--- src/rtl/mem_stage_pkg.sv ---
// Shared types and constants for the EX/MEM stage and its load-extension helper.
package mem_stage_pkg;
  localparam int XLEN_DEF = 64;
  localparam int F3_UNS   = 2;

  localparam logic [1:0] SZ_B = 2'd0;
  localparam logic [1:0] SZ_H = 2'd1;
  localparam logic [1:0] SZ_W = 2'd2;
  localparam logic [1:0] SZ_D = 2'd3;

  typedef enum logic [1:0] {IDLE, REQ, WAIT} state_e;

  function automatic logic [7:0] size_mask(input logic [1:0] sz);
    case (sz)
      SZ_B:    size_mask = 8'h01;
      SZ_H:    size_mask = 8'h03;
      SZ_W:    size_mask = 8'h0f;
      default: size_mask = 8'hff;
    endcase
  endfunction

  function automatic logic misaligned(input logic [2:0] off, input logic [1:0] sz);
    case (sz)
      SZ_B:    misaligned = 1'b0;
      SZ_H:    misaligned = off[0];
      SZ_W:    misaligned = |off[1:0];
      default: misaligned = |off;
    endcase
  endfunction
endpackage

--- src/rtl/mem_stage_load_extend.sv ---
// Combinational load alignment: shift the 8-byte word down to the accessed lane, then sign/zero extend.
module load_extend
  import mem_stage_pkg::*;
#(
  parameter int XLEN = XLEN_DEF
) (
  input  logic [XLEN-1:0] rdata,
  input  logic [2:0]      offset,
  input  logic [1:0]      size,
  input  logic            uns,
  output logic [XLEN-1:0] ext
);
  logic [XLEN-1:0] sh;

  always_comb begin
    sh = rdata >> {offset, 3'b000};
    case (size)
      SZ_B:    ext = {{(XLEN-8){~uns & sh[7]}}, sh[7:0]};
      SZ_H:    ext = {{(XLEN-16){~uns & sh[15]}}, sh[15:0]};
      SZ_W:    ext = {{(XLEN-32){~uns & sh[31]}}, sh[31:0]};
      default: ext = sh;
    endcase
  end
endmodule

--- src/rtl/mem_stage.sv ---
// EX/MEM pipeline register plus valid/ready data-memory access; produces registered MEM/WB data.
// Optional: define MEM_MISALIGN_TRAP_EN to retire misaligned memory ops as exceptions without a request.
module mem_stage
  import mem_stage_pkg::*;
#(
  parameter int XLEN      = XLEN_DEF,
  parameter int REGADDR_W = 5
) (
  input  logic                 clk,
  input  logic                 rst_n,
  input  logic                 ex_valid,
  output logic                 ex_ready,
  input  logic                 ex_flush,
  input  logic [XLEN-1:0]      ex_alu_result,
  input  logic [XLEN-1:0]      ex_store_data,
  input  logic [XLEN-1:0]      ex_branch_target,
  input  logic                 ex_zero,
  input  logic                 ex_branch,
  input  logic                 ex_memread,
  input  logic                 ex_memwrite,
  input  logic                 ex_regwrite,
  input  logic                 ex_memtoreg,
  input  logic [2:0]           ex_funct3,
  input  logic [REGADDR_W-1:0] ex_rd,
  output logic                 dmem_req_valid,
  input  logic                 dmem_req_ready,
  output logic                 dmem_we,
  output logic [XLEN-1:0]      dmem_addr,
  output logic [XLEN-1:0]      dmem_wdata,
  output logic [7:0]           dmem_wstrb,
  input  logic                 dmem_rsp_valid,
  input  logic [XLEN-1:0]      dmem_rsp_rdata,
  output logic [XLEN-1:0]      exmem_result,
  output logic [REGADDR_W-1:0] exmem_rd,
  output logic                 exmem_regwrite,
  output logic                 br_taken,
  output logic [XLEN-1:0]      br_target,
  output logic                 wb_valid,
  output logic [REGADDR_W-1:0] wb_rd,
  output logic                 wb_regwrite,
  output logic [XLEN-1:0]      wb_data,
  output logic                 wb_exc
);
  state_e                state_q, state_d;
  logic                  vld_q, vld_d, mr_q, mr_d, mw_q, mw_d, rw_q, rw_d, m2r_q, m2r_d;
  logic [XLEN-1:0]       res_q, res_d, sdata_q, sdata_d, tgt_q, tgt_d;
  logic [REGADDR_W-1:0]  rd_q, rd_d;
  logic [2:0]            f3_q, f3_d;
  logic                  br_taken_q, br_taken_d;
  logic                  wb_valid_q, wb_valid_d, wb_rw_q, wb_rw_d, wb_exc_q, wb_exc_d;
  logic [REGADDR_W-1:0]  wb_rd_q, wb_rd_d;
  logic [XLEN-1:0]       wb_data_q, wb_data_d, ld_ext;
  logic                  cap, in_req;

  load_extend #(.XLEN(XLEN)) u_ext (
    .rdata (dmem_rsp_rdata),
    .offset(res_q[2:0]),
    .size  (f3_q[1:0]),
    .uns   (f3_q[F3_UNS]),
    .ext   (ld_ext)
  );

  assign cap = (state_q == IDLE) && ex_valid && !ex_flush;

  always_comb begin
    state_d    = state_q;
    vld_d      = vld_q;   mr_d  = mr_q;  mw_d = mw_q; rw_d = rw_q; m2r_d = m2r_q;
    res_d      = res_q;   sdata_d = sdata_q; tgt_d = tgt_q; rd_d = rd_q; f3_d = f3_q;
    br_taken_d = 1'b0;
    wb_valid_d = 1'b0;
    wb_exc_d   = 1'b0;
    wb_rd_d    = wb_rd_q;
    wb_rw_d    = wb_rw_q;
    wb_data_d  = wb_data_q;
    case (state_q)
      IDLE: if (cap) begin
        vld_d = 1'b1; mr_d = ex_memread; mw_d = ex_memwrite; rw_d = ex_regwrite;
        m2r_d = ex_memtoreg; res_d = ex_alu_result; sdata_d = ex_store_data;
        tgt_d = ex_branch_target; rd_d = ex_rd; f3_d = ex_funct3;
        br_taken_d = ex_branch & ex_zero;
        if (ex_memread || ex_memwrite) begin
`ifdef MEM_MISALIGN_TRAP_EN
          if (misaligned(ex_alu_result[2:0], ex_funct3[1:0])) begin
            rw_d = 1'b0;
            wb_valid_d = 1'b1; wb_exc_d = 1'b1; wb_rd_d = ex_rd;
            wb_rw_d = 1'b0; wb_data_d = ex_alu_result;
          end else begin
            state_d = REQ;
          end
`else
          state_d = REQ;
`endif
        end else begin
          wb_valid_d = 1'b1; wb_rd_d = ex_rd; wb_rw_d = ex_regwrite; wb_data_d = ex_alu_result;
        end
      end
      REQ: if (dmem_req_ready) begin
        if (mw_q) begin
          state_d = IDLE;
          wb_valid_d = 1'b1; wb_rd_d = rd_q; wb_rw_d = 1'b0; wb_data_d = res_q;
        end else begin
          state_d = WAIT;
        end
      end
      WAIT: if (dmem_rsp_valid) begin
        state_d = IDLE;
        wb_valid_d = 1'b1; wb_rd_d = rd_q; wb_rw_d = rw_q;
        wb_data_d = m2r_q ? ld_ext : res_q;
      end
      default: state_d = IDLE;
    endcase
  end

  always_ff @(posedge clk) begin
    if (!rst_n) begin
      state_q <= IDLE;
      vld_q <= 1'b0; mr_q <= 1'b0; mw_q <= 1'b0; rw_q <= 1'b0; m2r_q <= 1'b0;
      res_q <= '0; sdata_q <= '0; tgt_q <= '0; rd_q <= '0; f3_q <= '0;
      br_taken_q <= 1'b0;
      wb_valid_q <= 1'b0; wb_rw_q <= 1'b0; wb_exc_q <= 1'b0; wb_rd_q <= '0; wb_data_q <= '0;
    end else begin
      state_q <= state_d;
      vld_q <= vld_d; mr_q <= mr_d; mw_q <= mw_d; rw_q <= rw_d; m2r_q <= m2r_d;
      res_q <= res_d; sdata_q <= sdata_d; tgt_q <= tgt_d; rd_q <= rd_d; f3_q <= f3_d;
      br_taken_q <= br_taken_d;
      wb_valid_q <= wb_valid_d; wb_rw_q <= wb_rw_d; wb_exc_q <= wb_exc_d;
      wb_rd_q <= wb_rd_d; wb_data_q <= wb_data_d;
    end
  end

  assign in_req         = (state_q == REQ);
  assign ex_ready       = (state_q == IDLE);
  assign dmem_req_valid = in_req;
  assign dmem_we        = in_req & mw_q;
  assign dmem_addr      = {res_q[XLEN-1:3], 3'b000};
  // Lanes shifted past byte 7 fall off the 8-bit strobe and the XLEN-wide data.
  assign dmem_wdata     = sdata_q << {res_q[2:0], 3'b000};
  assign dmem_wstrb     = in_req ? (size_mask(f3_q[1:0]) << res_q[2:0]) : 8'h00;

  // A load's EX/MEM result is its address until it retires, so never forward it.
  assign exmem_result   = res_q;
  assign exmem_rd       = rd_q;
  assign exmem_regwrite = rw_q & vld_q & ~(mr_q & ~mw_q & (state_q != IDLE));

  assign br_taken    = br_taken_q;
  assign br_target   = tgt_q;
  assign wb_valid    = wb_valid_q;
  assign wb_rd       = wb_rd_q;
  assign wb_regwrite = wb_rw_q;
  assign wb_data     = wb_data_q;
  assign wb_exc      = wb_exc_q;
endmodule

--- config.mk ---
export PLATFORM = sky130hd
export DESIGN_NAME = mem_stage
export DESIGN_NICKNAME = d
export VERILOG_FILES = /design/src/rtl/mem_stage_pkg.sv /design/src/rtl/mem_stage_load_extend.sv /design/src/rtl/mem_stage.sv
export SDC_FILE = /design/constraint.sdc
export NUM_CORES = 1
export LEC_CHECK = 0
export ABC_CLOCK_PERIOD_IN_PS = 3700
export BUFFER_PORTS_ARGS = -buffer_cell sky130_fd_sc_hd__buf_2
export CAP_MARGIN = 20
export CORE_AREA = 3 3 239 241
export CTS_CLUSTER_DIAMETER = 40
export DETAILED_ROUTE_END_ITERATION = 8
export DIE_AREA = 0 0 242 244
export GPL_TIMING_DRIVEN = 1
export PLACE_DENSITY = 0.6
export SLEW_MARGIN = 15
export SYNTH_ARGS = -nofsm -noshare
export SYNTH_HDL_FRONTEND = slang
export SYNTH_HIERARCHICAL = 1
export SYNTH_SLANG_ARGS = --single-unit
--- constraint.sdc ---
create_clock -name clk -period 3.7 [get_ports clk]
set_input_delay 0.925 -clock clk [delete_from_list [all_inputs] [get_ports clk]]
set_output_delay 0.925 -clock clk [all_outputs]
set_load 0.05 [all_outputs]
### Word-level counts from Yosys, hierarchy flattened

Index checks and enable logic that the tools add are counted.

* add/subtract/negate cells: 0
* reduce and logical (&&, ||, !) cells: 12
* multiply operators: 0
* $lt $le $gt $ge: 0
* bitwise operators: 12
* multiplexer cells: 34
* shift operators: 3
* div/mod/pow operators: 0
* equal/unequal tests: 10

Operators by type and width (number)
* $mux 64: 6
* $pmux 64 s3: 2
* $shl 64x6->64: 1
* $shr 64x6->64: 1
* $mux 5: 5
* $pmux 8 s3: 1
* $pmux 5 s3: 1
* $mux 1: 10
* $mux 2: 5
* $and 1x1->1: 9
* $mux 8: 1
* $ne 2x2->1 const B: 4
* $shl 8x3->8: 1
* $pmux 1 s3: 2
* $pmux 2 s3: 1
* $reduce_and 6->1: 1
* $eq 2x1->1 const B: 2
* $eq 2x2->1 const B: 2
* $logic_not 2->1: 2
* $ne 2x1->1 const B: 2
* $reduce_and 4->1: 1
* $not 1->1: 3
* $reduce_and 3->1: 1
* $reduce_bool 3->1: 1
* 5 further kinds: 6

* latch bits: 0
* memories: 0
* bits in writable memories: 0
* output and inout port bits: 346
* memory bits (read-only): 0
* register bits: 279
* input port bits: 276

### Longest topological paths before layout

Gate-level depths: netlist of the first run.

* depth in word-level cells: 6
* gate-level depth with buffers: 11

### Modules after synthesis

Netlist of the first run, hierarchy kept.

Modules (own cells, without submodules)
* mem_stage: cells an instance 1759, sequential area each 5585.4 um2, times used 1, area an instance 13161.4 um2
* load_extend: cells an instance 264, sequential area each 0.0 um2, times used 1, area an instance 2299.7 um2

### Least setup slack after synthesis of the first run

No wires, ideal clock.

* path type: register to output
* start point: register res_q[1], in the netlist exmem_result[1]
* end point: output port dmem_wstrb[6]
* slack: -1.279 ns
* path buffers: 2
* cell stages (with the launch flop): 7
* data required time: 2.775 ns
* data arrival time: 4.054 ns
* cells stage by stage: dfxtp_1 clkbuf_1 clkbuf_1 a21oi_1 nor2_1 nor2_1 a2111oi_0

* word-level cells in the longest chain between the ends: 2

RTL lines
* start: declaration: RTL line mem_stage.sv:46 `logic [XLEN-1:0] res_q, res_d, sdata_q, sdata_d, tgt_q, tgt_d;`
* start signal: assignment: RTL line mem_stage.sv:118 `res_q <= '0; sdata_q <= '0; tgt_q <= '0; rd_q <= '0; f3_q <= '0;`
* start signal: assignment: RTL line mem_stage.sv:124 `res_q <= res_d; sdata_q <= sdata_d; tgt_q <= tgt_d; rd_q <= rd_d; f3_q <= f3_d;`
* $shl 8x3->8: RTL line mem_stage.sv:138 `assign dmem_wstrb = in_req ? (size_mask(f3_q[1:0]) << res_q[2:0]) : 8'h00;`
* $mux 8: RTL line mem_stage.sv:138
* end: declaration: RTL line mem_stage.sv:30 `output logic [7:0] dmem_wstrb,`

Every way passes these cells.

### Final worst setup path of the first run

* start point: register res_q[1], in the netlist exmem_result[1]
* end point: output port dmem_wdata[37]

* word-level cells in the longest chain between the ends: 1

RTL lines
* $shl 64x6->64: RTL line mem_stage.sv:137 `assign dmem_wdata = sdata_q << {res_q[2:0], 3'b000};`
* end: declaration: RTL line mem_stage.sv:29 `output logic [XLEN-1:0] dmem_wdata,`

Every way passes these cells.

==> impl_summary.txt, run 1 <==
----------------------------------------------------
[Worst hold path]
  Classification of the worst-slack hold path ... reg -> reg

[Floorplan]
  Io pins ... 622
  Starting Density ... 28.1%
  Die Outline Area ... 0.0590 mm^2
  Core outline area ... 0.0551 mm^2
  Die outline width ... 242 um
  # rows ... 86
  Die height ... 244 um

[Drt]
  Total number of vias ... 16828
  Via count normalized by instance count ... 5.11
  Residual DRC count ... 0
  Post-DR wirelength/cell ... 21.0 um
  ANT nets after route ... 0
  1st-iter DRT viols ... 1394
  Number of optimization iterations in the first detailed-route pass ... 6
  Post-Route WL ... 69200 um

[Yosys]
  Main synth FF type ... sky130_fd_sc_hd__dfxtp_1
  YS warnings ... 6
  Top cells by area, synth ... sky130_fd_sc_hd__dfxtp_1, sky130_fd_sc_hd__nand2_1, sky130_fd_sc_hd__a21oi_1
  Synth Cell Area ... 0.0155 mm^2
  Count of mapped cells out of synthesis ... 2023
  Most instantiated cells after synthesis ... sky130_fd_sc_hd__nand2_1, sky130_fd_sc_hd__a21oi_1, sky130_fd_sc_hd__dfxtp_1
  Largest area contributor in the synthesized netlist ... sky130_fd_sc_hd__dfxtp_1
  Count of state elements after synthesis ... 279
  Sequential share of the synthesized area ... 36.1%
  Area fraction of the dominant cell type after synthesis ... 36.1%
  Number of enable flip-flop cells after synthesis ... 0
  Share of synthesized flip-flops with an asynchronous set or reset ... 0%
  Most instantiated library cell after synthesis ... sky130_fd_sc_hd__nand2_1
  Cell variety after synth ... 54
  Synthesized area per cell ... 7.64 um^2

[Global route]
  First-pass GRT wire length ... 103000 um
  Leftover overflow at the end of global routing ... 0
  Pin count of the biggest net entering global routing ... 134
  All-Layer GR Usage ... 22.3%
  Met3 Usage GRT ... 7.45%
  Met1 Track Usage GR ... 29.1%
  GR Util met2 ... 34.1%
  Initial antenna violation count ... 34
  Via count of the first global-routing pass ... 15998
  GRT busiest layer ... met2

[Timing]
  RSZ-0062 raised after global routing ... false
  Total Negative Setup Slacks ... 0 ps
  Minimum period implied by the final worst setup slack ... 3560 ps
  Final count of negative-setup-slack endpoints ... 0
  Maximum operating frequency ... 281 MHz
  Relative slew slack ... 40.9%
  PnR worst setup slack ... 135 ps
  Worst-Margin Slew ... 885 ps
  Slew Limit Fails ... 0
  Portion of the clock cycle consumed by the worst path in the final layout ... 96.3%
  Number of hold violations in the final report ... 0
  Setup Skew ... 14.2 ps

[Pwr]
  Net Switching ... 4010 uW
  Sequential share of power ... 30.5%
  Clock power frac ... 45.2%
  Internal power ... 7250 uW
  Gate power share ... 24.3%
  Leak pwr ... 0.00869 uW
  Peak supply drop ... 0.348 mV
  Switching part of the total ... 35.6%
  Power density of the placed cells ... 544 mW/mm^2

[Cells and area]
  Final core utilization ... 37.5%
  Signed area change from the synthesized netlist to the final layout ... 33.8%
  Post-route cell area ... 0.0207 mm^2
  Layout net count ... 2764
  Layout cells sized above 1 ... 32.9%
  Filler-free cell count of the finished design ... 3296

[Clock network]
  Number of clock sinks ... 279
  Post-CTS setup buffers ... 0
  H-tree depth ... 2
  Post-CTS Resized ... 0
  Worst-case clock buffer depth ... 3
  Clock buffers created by TritonCTS ... 54
  Hold_buf cts ... 0
  Clock tree from TritonCTS ... built
  Clock Latency Late Sink ... 610 ps
  Clock Pin Slew Worst Setup and Hold Paths ... 50 ps
  Clk Tree Root Cell ... sky130_fd_sc_hd__clkbuf_16

[Critical path]
  Category of the worst setup path launch point ... register
  Critical setup path kind ... reg -> out
  Max Fanout on Critical Path ... 44
  Data required time of the worst path ... 2770 ps
  WP data arrival ... 2640 ps
  Critical path endpoint category ... output port

[Placement]
  Post-detailed-placement half-perimeter wirelength ... 50800 um
  Standard cell area after detailed placement ... 0.0187 mm^2
  Number of placed cells counting well taps ... 3175
  Number of I/O port buffers ... 617
  Worst setup timing slack at the placement stage ... 724 ps
  Final GP Congestion ... 0.917

[Status]
  Outcome ... finished clean

[Run]
  Total of max-cap violations ... 0

----------------------------------------------------
-- power by group through the flow --
stage               sequential (uW)  combinational, uW  clock [uW]
floorplan                      4010               1400           0
global placement               3480               2720           0
detailed placement             3480               2730           0
CTS                            3430               2740        5190
global route                   3460               2920        5340
finish                         3430               2740        5090
-- flip-flops by register name, summed over array words and instances, names as in the netlist, 2 cells and up --
signal        flops
f3_q              3
sdata_q          64
wb_rd             5
wb_data          64
br_target        64
state_q           2
exmem_result     64
exmem_rd          5
-- placed cells by master, fill, tap and decap left out, types with 17 or more instances in the layout --
cell / synthesis / routed
sky130_fd_sc_hd__o21ai_0: 109 / 103
sky130_fd_sc_hd__nand4_1: 26 / 26
sky130_fd_sc_hd__clkbuf_16: 0 / 54
sky130_fd_sc_hd__nor2_1: 114 / 114
sky130_fd_sc_hd__a221oi_1: 65 / 65
sky130_fd_sc_hd__diode_2: 0 / 21
sky130_fd_sc_hd__a21oi_1: 293 / 292
sky130_fd_sc_hd__buf_2: 24 / 617
sky130_fd_sc_hd__nand2_1: 544 / 543
sky130_fd_sc_hd__buf_4: 74 / 20
sky130_fd_sc_hd__mux2i_1: 116 / 116
sky130_fd_sc_hd__o2bb2ai_1: 17 / 17
sky130_fd_sc_hd__dfxtp_1: 279 / 276
sky130_fd_sc_hd__mux4_2: 25 / 25
sky130_fd_sc_hd__buf_12: 0 / 19
sky130_fd_sc_hd__mux2_2: 34 / 34
-- metrics by stage --
stage	hold slack, ps	power [uW]
after floorplan	434	5410
after global placement	439	6210
after detailed placement	443	6210
after CTS	450	11400
after global routing	465	11700
final	447	11300
-- layer usage --
metal | part of all wire [%] | routed length, um | vias up
met5 | 0.20 | 138 | -
met4 | 3.4 | 2380 | 22
met3 | 9.9 | 6820 | 170
met2 | 44 | 30500 | 812
met1 | 42 | 29300 | 7865
li1 | - | - | 7959
-- area by class of cell --
type | count | area [um^2]
diodes | 21 | 52.6
clock buffers | 64 | 1450
clock inverters | 36 | 444
fillers | 5906 | 34400
inverters | 8 | 35.0
multi-input cells | 1484 | 8550
flip-flops and latches | 279 | 5600
well taps | 748 | 936
repair buffers | 656 | 3620
-- kinds of logic after synthesis --
family | after synthesis | synth area share [%]
buf+inv | 263 | 8.92
mux | 175 | 13.6
fa+ha+maj | 5 | 0.405
flops | 279 | 36.1
compound gates | 549 | 21.2
simple gates | 751 | 19.7
other cells | 1 | 0.0243
-- final timing paths --
path	start	to	slack [ps]	cells past startpoint
max	exmem_result[1]$_SDFFE_PN0P_	dmem_wdata[37]	140	3
min	br_target[9]$_SDFFE_PN0P_	br_target[9]$_SDFFE_PN0P_	450	2
max reg2reg	exmem_result[1]$_SDFFE_PN0P_	wb_data[16]$_SDFFE_PN0P_	660	10
min reg2reg	br_target[9]$_SDFFE_PN0P_	br_target[9]$_SDFFE_PN0P_	450	2
-- critical path, cell delays in order, from the launching register on --
cell and delay [ps]:
sky130_fd_sc_hd__dfxtp_4 740, sky130_fd_sc_hd__nand2b_1 530, sky130_fd_sc_hd__o22ai_1 400, sky130_fd_sc_hd__buf_2 320
Note: power is estimated with default switching activity, not from simulation.
==> inputs of run 2 (changes only) <==
--- a/config.mk
+++ b/config.mk
@@ -9,6 +9,7 @@
 export BUFFER_PORTS_ARGS = -buffer_cell sky130_fd_sc_hd__buf_2
 export CAP_MARGIN = 20
 export CORE_AREA = 3 3 239 241
+export CTS_BUF_LIST = sky130_fd_sc_hd__clkbuf_8 sky130_fd_sc_hd__clkbuf_16
 export CTS_CLUSTER_DIAMETER = 40
 export DETAILED_ROUTE_END_ITERATION = 8
 export DIE_AREA = 0 0 242 244
==> run 2 against run 1 <==
Routed wire length is essentially flat. Non-clock buffer count is the same. Clock power is essentially flat. Via count shrank 0.42%. Count of clock-buffer cells in the layout shrank 4. Flip-flop and latch count is the same. Clock skew is essentially flat. First-iteration DRC count is the same. Die area is the same. Critical endpoint unchanged. Global-route usage is the same.
==> impl_summary.txt, run 2 (same netlist as run 1, synthesis figures left out) <==
----------------------------------------------------
[Clock network]
  Clock buffers created by TritonCTS ... 54 (unchanged)
  Worst-case clock buffer depth ... 3 (unchanged)
  Number of clock sinks ... 279 (unchanged)
  Post-CTS setup buffers ... 0 (unchanged)
  Clock Pin Slew Worst Setup and Hold Paths ... 50 ps (about the same)
  Clock Latency Late Sink ... 610 ps (about the same)
  Post-CTS Resized ... 0 (unchanged)
  Clock tree from TritonCTS ... built
  Hold_buf cts ... 0 (unchanged)
  Clk Tree Root Cell ... sky130_fd_sc_hd__clkbuf_16
  H-tree depth ... 2 (unchanged)

[Pwr]
  Power density of the placed cells ... 544 mW/mm^2 (about the same)
  Clock power frac ... 45.1% (about the same)
  Internal power ... 7240 uW (-0.15%)
  Switching part of the total ... 35.6% (+0.041 points)
  Peak supply drop ... 0.349 mV (about the same)
  Sequential share of power ... 30.5% (about the same)
  Leak pwr ... 0.00871 uW (+0.19%)
  Net Switching ... 4010 uW (about the same)
  Gate power share ... 24.4% (about the same)

[Timing]
  Relative slew slack ... 44.3% (+3.4 points)
  Number of hold violations in the final report ... 0 (unchanged)
  Setup Skew ... 14.0 ps (-0.139 ps)
  Portion of the clock cycle consumed by the worst path in the final layout ... 96.3% (about the same)
  Minimum period implied by the final worst setup slack ... 3560 ps (-1.16 ps)
  Maximum operating frequency ... 281 MHz (about the same)
  Slew Limit Fails ... 0 (unchanged)
  Worst-Margin Slew ... 833 ps (-51.5 ps)
  Post-Route Hold Slack ... 447 ps (+0.0450 ps)
  Final count of negative-setup-slack endpoints ... 0 (unchanged)
  RSZ-0062 raised after global routing ... false
  Total Negative Setup Slacks ... 0 ps (unchanged)

[Floorplan]
  Io pins ... 622 (unchanged)
  Core outline area ... 0.0551 mm^2 (unchanged)
  Die outline width ... 242 um (unchanged)
  # rows ... 86 (unchanged)
  Die height ... 244 um (unchanged)
  Die Outline Area ... 0.0590 mm^2 (unchanged)
  Starting Density ... 28.1% (unchanged)

[Drt]
  Post-DR wirelength/cell ... 21.0 um (about the same)
  Residual DRC count ... 0 (unchanged)
  Number of optimization iterations in the first detailed-route pass ... 5 (-1)
  1st-iter DRT viols ... 1394 (unchanged)
  Post-Route WL ... 69200 um (about the same)
  ANT nets after route ... 0 (unchanged)
  Via count normalized by instance count ... 5.08 (-0.42%)
  Total number of vias ... 16758 (-0.42%)

[Critical path]
  Register-to-register setup slack ... 640 ps (-20 ps)
  Data required time of the worst path ... 2770 ps (about the same)
  Beginning of the worst register-to-register path ... exmem_result[1]$_SDFFE_PN0P_
  Crit Reg-Reg Endpoint ... wb_data[16]$_SDFFE_PN0P_
  Critical setup path kind ... reg -> out
  Critical path endpoint category ... output port
  Cell-by-cell trace of the critical path ... nand2b_1 -> o22ai_1 -> buf_2
  Largest delay share family, worst path ... flip-flops
  Maximum cell stage delay along the critical path ... 740 ps (about the same)
  Category of the worst setup path launch point ... register
  Buf+Inv Stages, Crit Path ... 1 (unchanged)
  CP max stage cell ... sky130_fd_sc_hd__dfxtp_4
  WP data arrival ... 2640 ps (about the same)
  Depth of the worst register-to-register path ... 10 (unchanged)
  Max Fanout on Critical Path ... 44 (unchanged)

[Cells and area]
  Most frequent cells in the layout ... sky130_fd_sc_hd__buf_2, sky130_fd_sc_hd__nand2_1, sky130_fd_sc_hd__a21oi_1, sky130_fd_sc_hd__dfxtp_1, sky130_fd_sc_hd__mux2i_1
  Signed area change from the synthesized netlist to the final layout ... 33.8% (unchanged)
  Commonest non-fill, non-tap cell in the layout ... sky130_fd_sc_hd__buf_2
  Layout net count ... 2764 (unchanged)
  Layout cells sized above 1 ... 32.9% (unchanged)

[Global route]
  First-pass GRT wire length ... 103000 um (unchanged)
  Initial antenna violation count ... 34 (unchanged)
  Pin count of the biggest net entering global routing ... 134 (unchanged)
  Leftover overflow at the end of global routing ... 0 (unchanged)
  All-Layer GR Usage ... 22.3% (unchanged)
  Via count of the first global-routing pass ... 15998 (unchanged)

[Worst hold path]
  Hold Path Sink ... br_target[9]$_SDFFE_PN0P_
  Hold path startpoint ... br_target[9]$_SDFFE_PN0P_
  Classification of the worst-slack hold path ... reg -> reg
  Worst hold path cell count ... 2 (unchanged)

[Status]
  Outcome ... finished clean

[Placement]
  Number of I/O port buffers ... 617 (unchanged)
  Post-detailed-placement half-perimeter wirelength ... 50800 um (unchanged)
  Final GP Congestion ... 0.917 (unchanged)

[Run]
  Total of max-cap violations ... 0 (unchanged)

----------------------------------------------------
[run 2: cell types whose count changed in the layout (fill, tap and decap cells not counted), sizes merged]
cell | before | now
clkbuf | 64 | 60
inv | 20 | 24
[run 2: worst min-delay path, stage by stage (launching register included)]
cell,delay (ps)
sky130_fd_sc_hd__dfxtp_1,300
sky130_fd_sc_hd__nand2_1,50
sky130_fd_sc_hd__a21oi_1,50
[run 2: worst max path at each step]
stage	start	end	slack [ps]	cells past startpoint
finish	exmem_result[1]$_SDFFE_PN0P_	dmem_wdata[37]	140	3
CTS	exmem_result[1]$_SDFFE_PN0P_	dmem_wdata[56]	140	5
global placement	exmem_result[1]$_SDFFE_PN0P_	wb_data[16]$_SDFFE_PN0P_	680	10
floorplan	exmem_result[1]$_SDFFE_PN0P_	dmem_wdata[50]	-30	6
global route	exmem_result[1]$_SDFFE_PN0P_	dmem_wdata[58]	20	6
detailed placement	exmem_result[1]$_SDFFE_PN0P_	wb_data[16]$_SDFFE_PN0P_	720	10
[run 2: power groups by stage]
stage | sequential (uW) | combinational [uW] | clock, uW
6_report | 3430 | 2740 | 5080
5_1_grt | 3460 | 2920 | 5320
4_1_cts | 3430 | 2740 | 5180
3_5_place_dp | 3480 | 2730 | 0
3_3_place_gp | 3480 | 2720 | 0
2_1_floorplan | 4010 | 1400 | 0
[run 2: final cells by class]
class,count,area (um^2)
fillers,5906,34400
multi-input cells,1484,8550
flip-flops and latches,279,5600
repair buffers,656,3620
clock buffers,60,1430
well taps,748,936
clock inverters,40,459
diodes,21,52.6
inverters,8,35.0
[run 2: per-stage QoR]
stage               utilization, %  area (um^2)  setup slack, ps  power [uW]  instances
floorplan                        -        15500            -34.2        5410       2026
global placement              34.0        18700              679        6210       3175
detailed placement            34.0        18700              724        6210       3175
CTS                           37.4        20600              143       11300       3275
global route                  37.5        20700             23.1       11700       3288
finish                        37.5        20700              137       11200       3296
[run 2: layer usage]
| metal | share of wire (%) | global-route usage (%) |
|---|---|---|
| met1 | 43 | 29.1 |
| met2 | 44 | 34.1 |
| met3 | 9.6 | 7.45 |
| met4 | 3.4 | 8.20 |
| met5 | 0.20 | 0 |
==> inputs of run 3 (changes only) <==
--- a/config.mk
+++ b/config.mk
@@ -8,15 +8,14 @@
 export ABC_CLOCK_PERIOD_IN_PS = 3700
 export BUFFER_PORTS_ARGS = -buffer_cell sky130_fd_sc_hd__buf_2
 export CAP_MARGIN = 20
-export CORE_AREA = 3 3 239 241
+export CORE_AREA = 3 3 241 243
 export CTS_BUF_LIST = sky130_fd_sc_hd__clkbuf_8 sky130_fd_sc_hd__clkbuf_16
 export CTS_CLUSTER_DIAMETER = 40
 export DETAILED_ROUTE_END_ITERATION = 8
-export DIE_AREA = 0 0 242 244
+export DIE_AREA = 0 0 244 246
 export GPL_TIMING_DRIVEN = 1
-export PLACE_DENSITY = 0.6
+export PLACE_DENSITY = 0.62
 export SLEW_MARGIN = 15
 export SYNTH_ARGS = -nofsm -noshare
 export SYNTH_HDL_FRONTEND = slang
-export SYNTH_HIERARCHICAL = 1
 export SYNTH_SLANG_ARGS = --single-unit
==> run 3 against run 2 <==
Global-route usage rose by 1.9 points. First-iteration DRC count fell by 9.1%. Critical path depth rose by 2. Largest power group unchanged. Count of clock-buffer cells in the layout rose by 3. Worst setup slack improved by 74 ps. Register-to-register slack improved by 320 ps. Synthesized cell count rose by 9.7%. Die area rose by 1.7%. Core utilization rose by 1.6 points. Hold slack got worse by 0.69 ps. Flip-flop and latch count did not move. Highest routed layer unchanged. Clock power rose by 12%.
==> impl_summary.txt, run 3 <==
----------------------------------------------------
[Placement]
  Number of I/O port buffers ... 617 (unchanged)
  Number of placed cells counting well taps ... 3370 (+6.1%)
  Final GP Congestion ... 0.961 (+4.8%)
  Worst setup timing slack at the placement stage ... 632 ps (-92.2 ps)
  Post-detailed-placement half-perimeter wirelength ... 57300 um (+13%)

[Drt]
  ANT nets after route ... 0 (unchanged)
  1st-iter DRT viols ... 1267 (-9.1%)
  Total routed wire length on the met1 layer ... 30500 um (+3.3%)
  Via count normalized by instance count ... 5.13 (+0.84%)
  Top Layer Used ... met5
  Number of optimization iterations in the first detailed-route pass ... 6 (+1)
  Total number of vias ... 17914 (+6.9%)
  Wire length on met2 ... 37000 um (+21%)
  Residual DRC count ... 0 (unchanged)
  Post-DR wirelength/cell ... 21.9 um (+4.4%)
  Post-Route WL ... 76600 um (+11%)
  Routed met3 length ... 6520 um (-1.7%)

[Pwr]
  Leak pwr ... 0.00939 uW (+7.8%)
  Peak supply drop ... 0.389 mV (+12%)
  Gate power share ... 34.5% (+10 points)
  Clock power frac ... 39.4% (-5.7 points)
  Switching part of the total ... 41.6% (+6.0 points)
  Net Switching ... 6010 uW (+50%)
  Power density of the placed cells ... 657 mW/mm^2 (+21%)
  Internal power ... 8440 uW (+17%)
  Sequential share of power ... 26.1% (-4.4 points)

[Yosys]
  Synthesized area per cell ... 7.51 um^2 (-1.8%)
  Sequential share of the synthesized area ... 33.5% (-2.6 points)
  Area fraction of the dominant cell type after synthesis ... 33.5% (-2.6 points)
  Number of enable flip-flop cells after synthesis ... 0 (unchanged)
  YS warnings ... 0 (-6)
  Largest area contributor in the synthesized netlist ... sky130_fd_sc_hd__dfxtp_1
  Share of synthesized flip-flops with an asynchronous set or reset ... 0% (unchanged)
  Count of mapped cells out of synthesis ... 2220 (+9.7%)
  Most instantiated cells after synthesis ... sky130_fd_sc_hd__nand2_1, sky130_fd_sc_hd__dfxtp_1, sky130_fd_sc_hd__a21boi_0
  Main synth FF type ... sky130_fd_sc_hd__dfxtp_1
  Synth Cell Area ... 0.0167 mm^2 (+7.8%)
  Top cells by area, synth ... sky130_fd_sc_hd__dfxtp_1, sky130_fd_sc_hd__nand2_1, sky130_fd_sc_hd__a21boi_0
  Count of state elements after synthesis ... 279 (unchanged)
  Cell variety after synth ... 67 (+24%)
  Most instantiated library cell after synthesis ... sky130_fd_sc_hd__nand2_1

[Critical path]
  WP data arrival ... 2560 ps (-80 ps)
  Crit path launch ... exmem_result[0]$_SDFFE_PN0P_
  Category of the worst setup path launch point ... register
  Critical setup path kind ... reg -> out
  Depth of the worst register-to-register path ... 7 (-3)
  Critical path endpoint category ... output port
  Max Fanout on Critical Path ... 36 (-18%)
  Data required time of the worst path ... 2770 ps (about the same)
  Beginning of the worst register-to-register path ... exmem_result[1]$_SDFFE_PN0P_

[Timing]
  Setup Skew ... 28.0 ps (+14.0 ps)
  Total Negative Setup Slacks ... 0 ps (unchanged)
  Final count of negative-setup-slack endpoints ... 0 (unchanged)
  PnR worst setup slack ... 210 ps (+73.6 ps)
  Minimum period implied by the final worst setup slack ... 3490 ps (-73.6 ps)
  Relative slew slack ... 32.1% (-12 points)
  Slew Limit Fails ... 0 (unchanged)
  Portion of the clock cycle consumed by the worst path in the final layout ... 94.3% (-2.0 points)
  Maximum operating frequency ... 287 MHz (+2.1%)
  RSZ-0062 raised after global routing ... false
  Worst-Margin Slew ... 1020 ps (+185 ps)
  Number of hold violations in the final report ... 0 (unchanged)

[Clock network]
  Clk Tree Root Cell ... sky130_fd_sc_hd__clkbuf_16
  Number of clock sinks ... 279 (unchanged)
  Clock buffers created by TritonCTS ... 59 (+9.3%)
  Clock Latency Late Sink ... 620 ps (about the same)
  H-tree depth ... 2 (unchanged)
  Hold_buf cts ... 0 (unchanged)
  Clock tree from TritonCTS ... built
  Worst-case clock buffer depth ... 3 (unchanged)
  Clock Pin Slew Worst Setup and Hold Paths ... 60 ps (about the same)

[Cells and area]
  Most frequent cells in the layout ... sky130_fd_sc_hd__buf_2, sky130_fd_sc_hd__nand2_1, sky130_fd_sc_hd__dfxtp_1, sky130_fd_sc_hd__a21boi_0, sky130_fd_sc_hd__mux2i_1
  Commonest non-fill, non-tap cell in the layout ... sky130_fd_sc_hd__buf_2
  Signed area change from the synthesized netlist to the final layout ... 32.0%
  Final core utilization ... 39.2% (+1.6 points)
  Filler-free cell count of the finished design ... 3494 (+6.0%)
  Fill cell total of the finished layout ... 5984 (+1.3%)
  Layout net count ... 2957 (+7.0%)
  Layout cells sized above 1 ... 30.3% (-2.6 points)

[Floorplan]
  Io pins ... 622 (unchanged)
  Die Outline Area ... 0.0600 mm^2 (+1.7%)
  Core outline area ... 0.0562 mm^2 (+2.0%)
  # rows ... 87 (+1.2%)
  Starting Density ... 29.7% (+1.6 points)
  Die height ... 246 um (+0.82%)
  Die outline width ... 244 um (+0.83%)

[Global route]
  Initial antenna violation count ... 18 (-47%)
  Pin count of the biggest net entering global routing ... 117 (-13%)
  First-pass GRT wire length ... 111000 um (+8.6%)
  Leftover overflow at the end of global routing ... 0 (unchanged)
  All-Layer GR Usage ... 24.2% (+1.9 points)
  Via count of the first global-routing pass ... 17256 (+7.9%)

[Worst hold path]
  Classification of the worst-slack hold path ... reg -> reg
  Hold path startpoint ... wb_data[36]$_SDFFE_PN0P_
  Worst hold path cell count ... 2 (unchanged)

[Status]
  Outcome ... finished clean

[Run]
  Total of max-cap violations ... 0 (unchanged)

----------------------------------------------------
## run 3: cell types whose count changed after synthesis, moves of 28 or more
cell	delta
sky130_fd_sc_hd__a21oi_1	-223
sky130_fd_sc_hd__a21boi_0	+206
sky130_fd_sc_hd__a221oi_1	-58
sky130_fd_sc_hd__nand3_1	+33
sky130_fd_sc_hd__inv_1	+45
sky130_fd_sc_hd__nand2_1	+53
sky130_fd_sc_hd__o211ai_1	+57
sky130_fd_sc_hd__nor2_1	-28
## run 3: area by class of cell
type,instances,area [um^2],area share (%)
Clock inverter,47,587,2.67
Timing Repair Buffer,657,3550,16.1
Inverter,52,195,0.887
Multi-Input combinational cell,1627,9550,43.4
Sequential cell,279,5600,25.4
Tap cell,756,946,4.30
Antenna cell,13,32.5,0.148
Clock buffer,63,1540,7.01
## run 3: worst paths after layout
| kind | to | slack (ps) |
|---|---|---|
| setup / recovery | dmem_wstrb[1] | 210 |
| hold / removal | wb_data[36]$_SDFFE_PN0P_ | 450 |
| hold reg to reg | wb_data[36]$_SDFFE_PN0P_ | 450 |
| setup reg to reg | wb_data[46]$_SDFFE_PN0P_ | 960 |
## run 3: timing repair
action	in CTS	in global routing
gates resized for setup	0	1
setup buffers	1	0
setup endpoints to repair	1	1
## run 3: power by group through the flow
stage	clock [uW]	combinational, uW	sequential, uW
finish	5690	4980	3780
global route	5930	5310	3820
CTS	5780	5000	3780
detailed placement	0	4970	3840
global placement	0	4960	3840
floorplan	0	2530	4820
## run 3: per-layer routing
layer  track usage [%]  vias up
met2              41.9      784
met5                 0        -
li1                  -     8532
met4              8.40        4
met1              28.6     8452
met3              6.99      142
## run 3: logic make-up after synthesis
logic type / share of synthesized area, %
flops: 33.5
buf+inv: 9.47
other cells: 0.0225
fa+ha+maj: 0.375
mux: 9.74
simple gates: 20.5
compound gates: 26.3
## run 3: metrics by stage
stage | area (um^2) | power (uW) | hold slack, ps
2_1_floorplan | 16700 | 7350 | 441
3_3_place_gp | 19800 | 8790 | 434
3_5_place_dp | 19800 | 8810 | 443
4_1_cts | 22000 | 14600 | 449
5_1_grt | 22000 | 15100 | 459
6_report | 22000 | 14400 | 446
## run 3: worst max-delay path, cell delays in order (launching register included)
cell and delay (ps):
sky130_fd_sc_hd__dfxtp_4 410, sky130_fd_sc_hd__buf_6 310, sky130_fd_sc_hd__inv_2 300, sky130_fd_sc_hd__buf_4 330, sky130_fd_sc_hd__a21oi_1 210, sky130_fd_sc_hd__buf_2 350
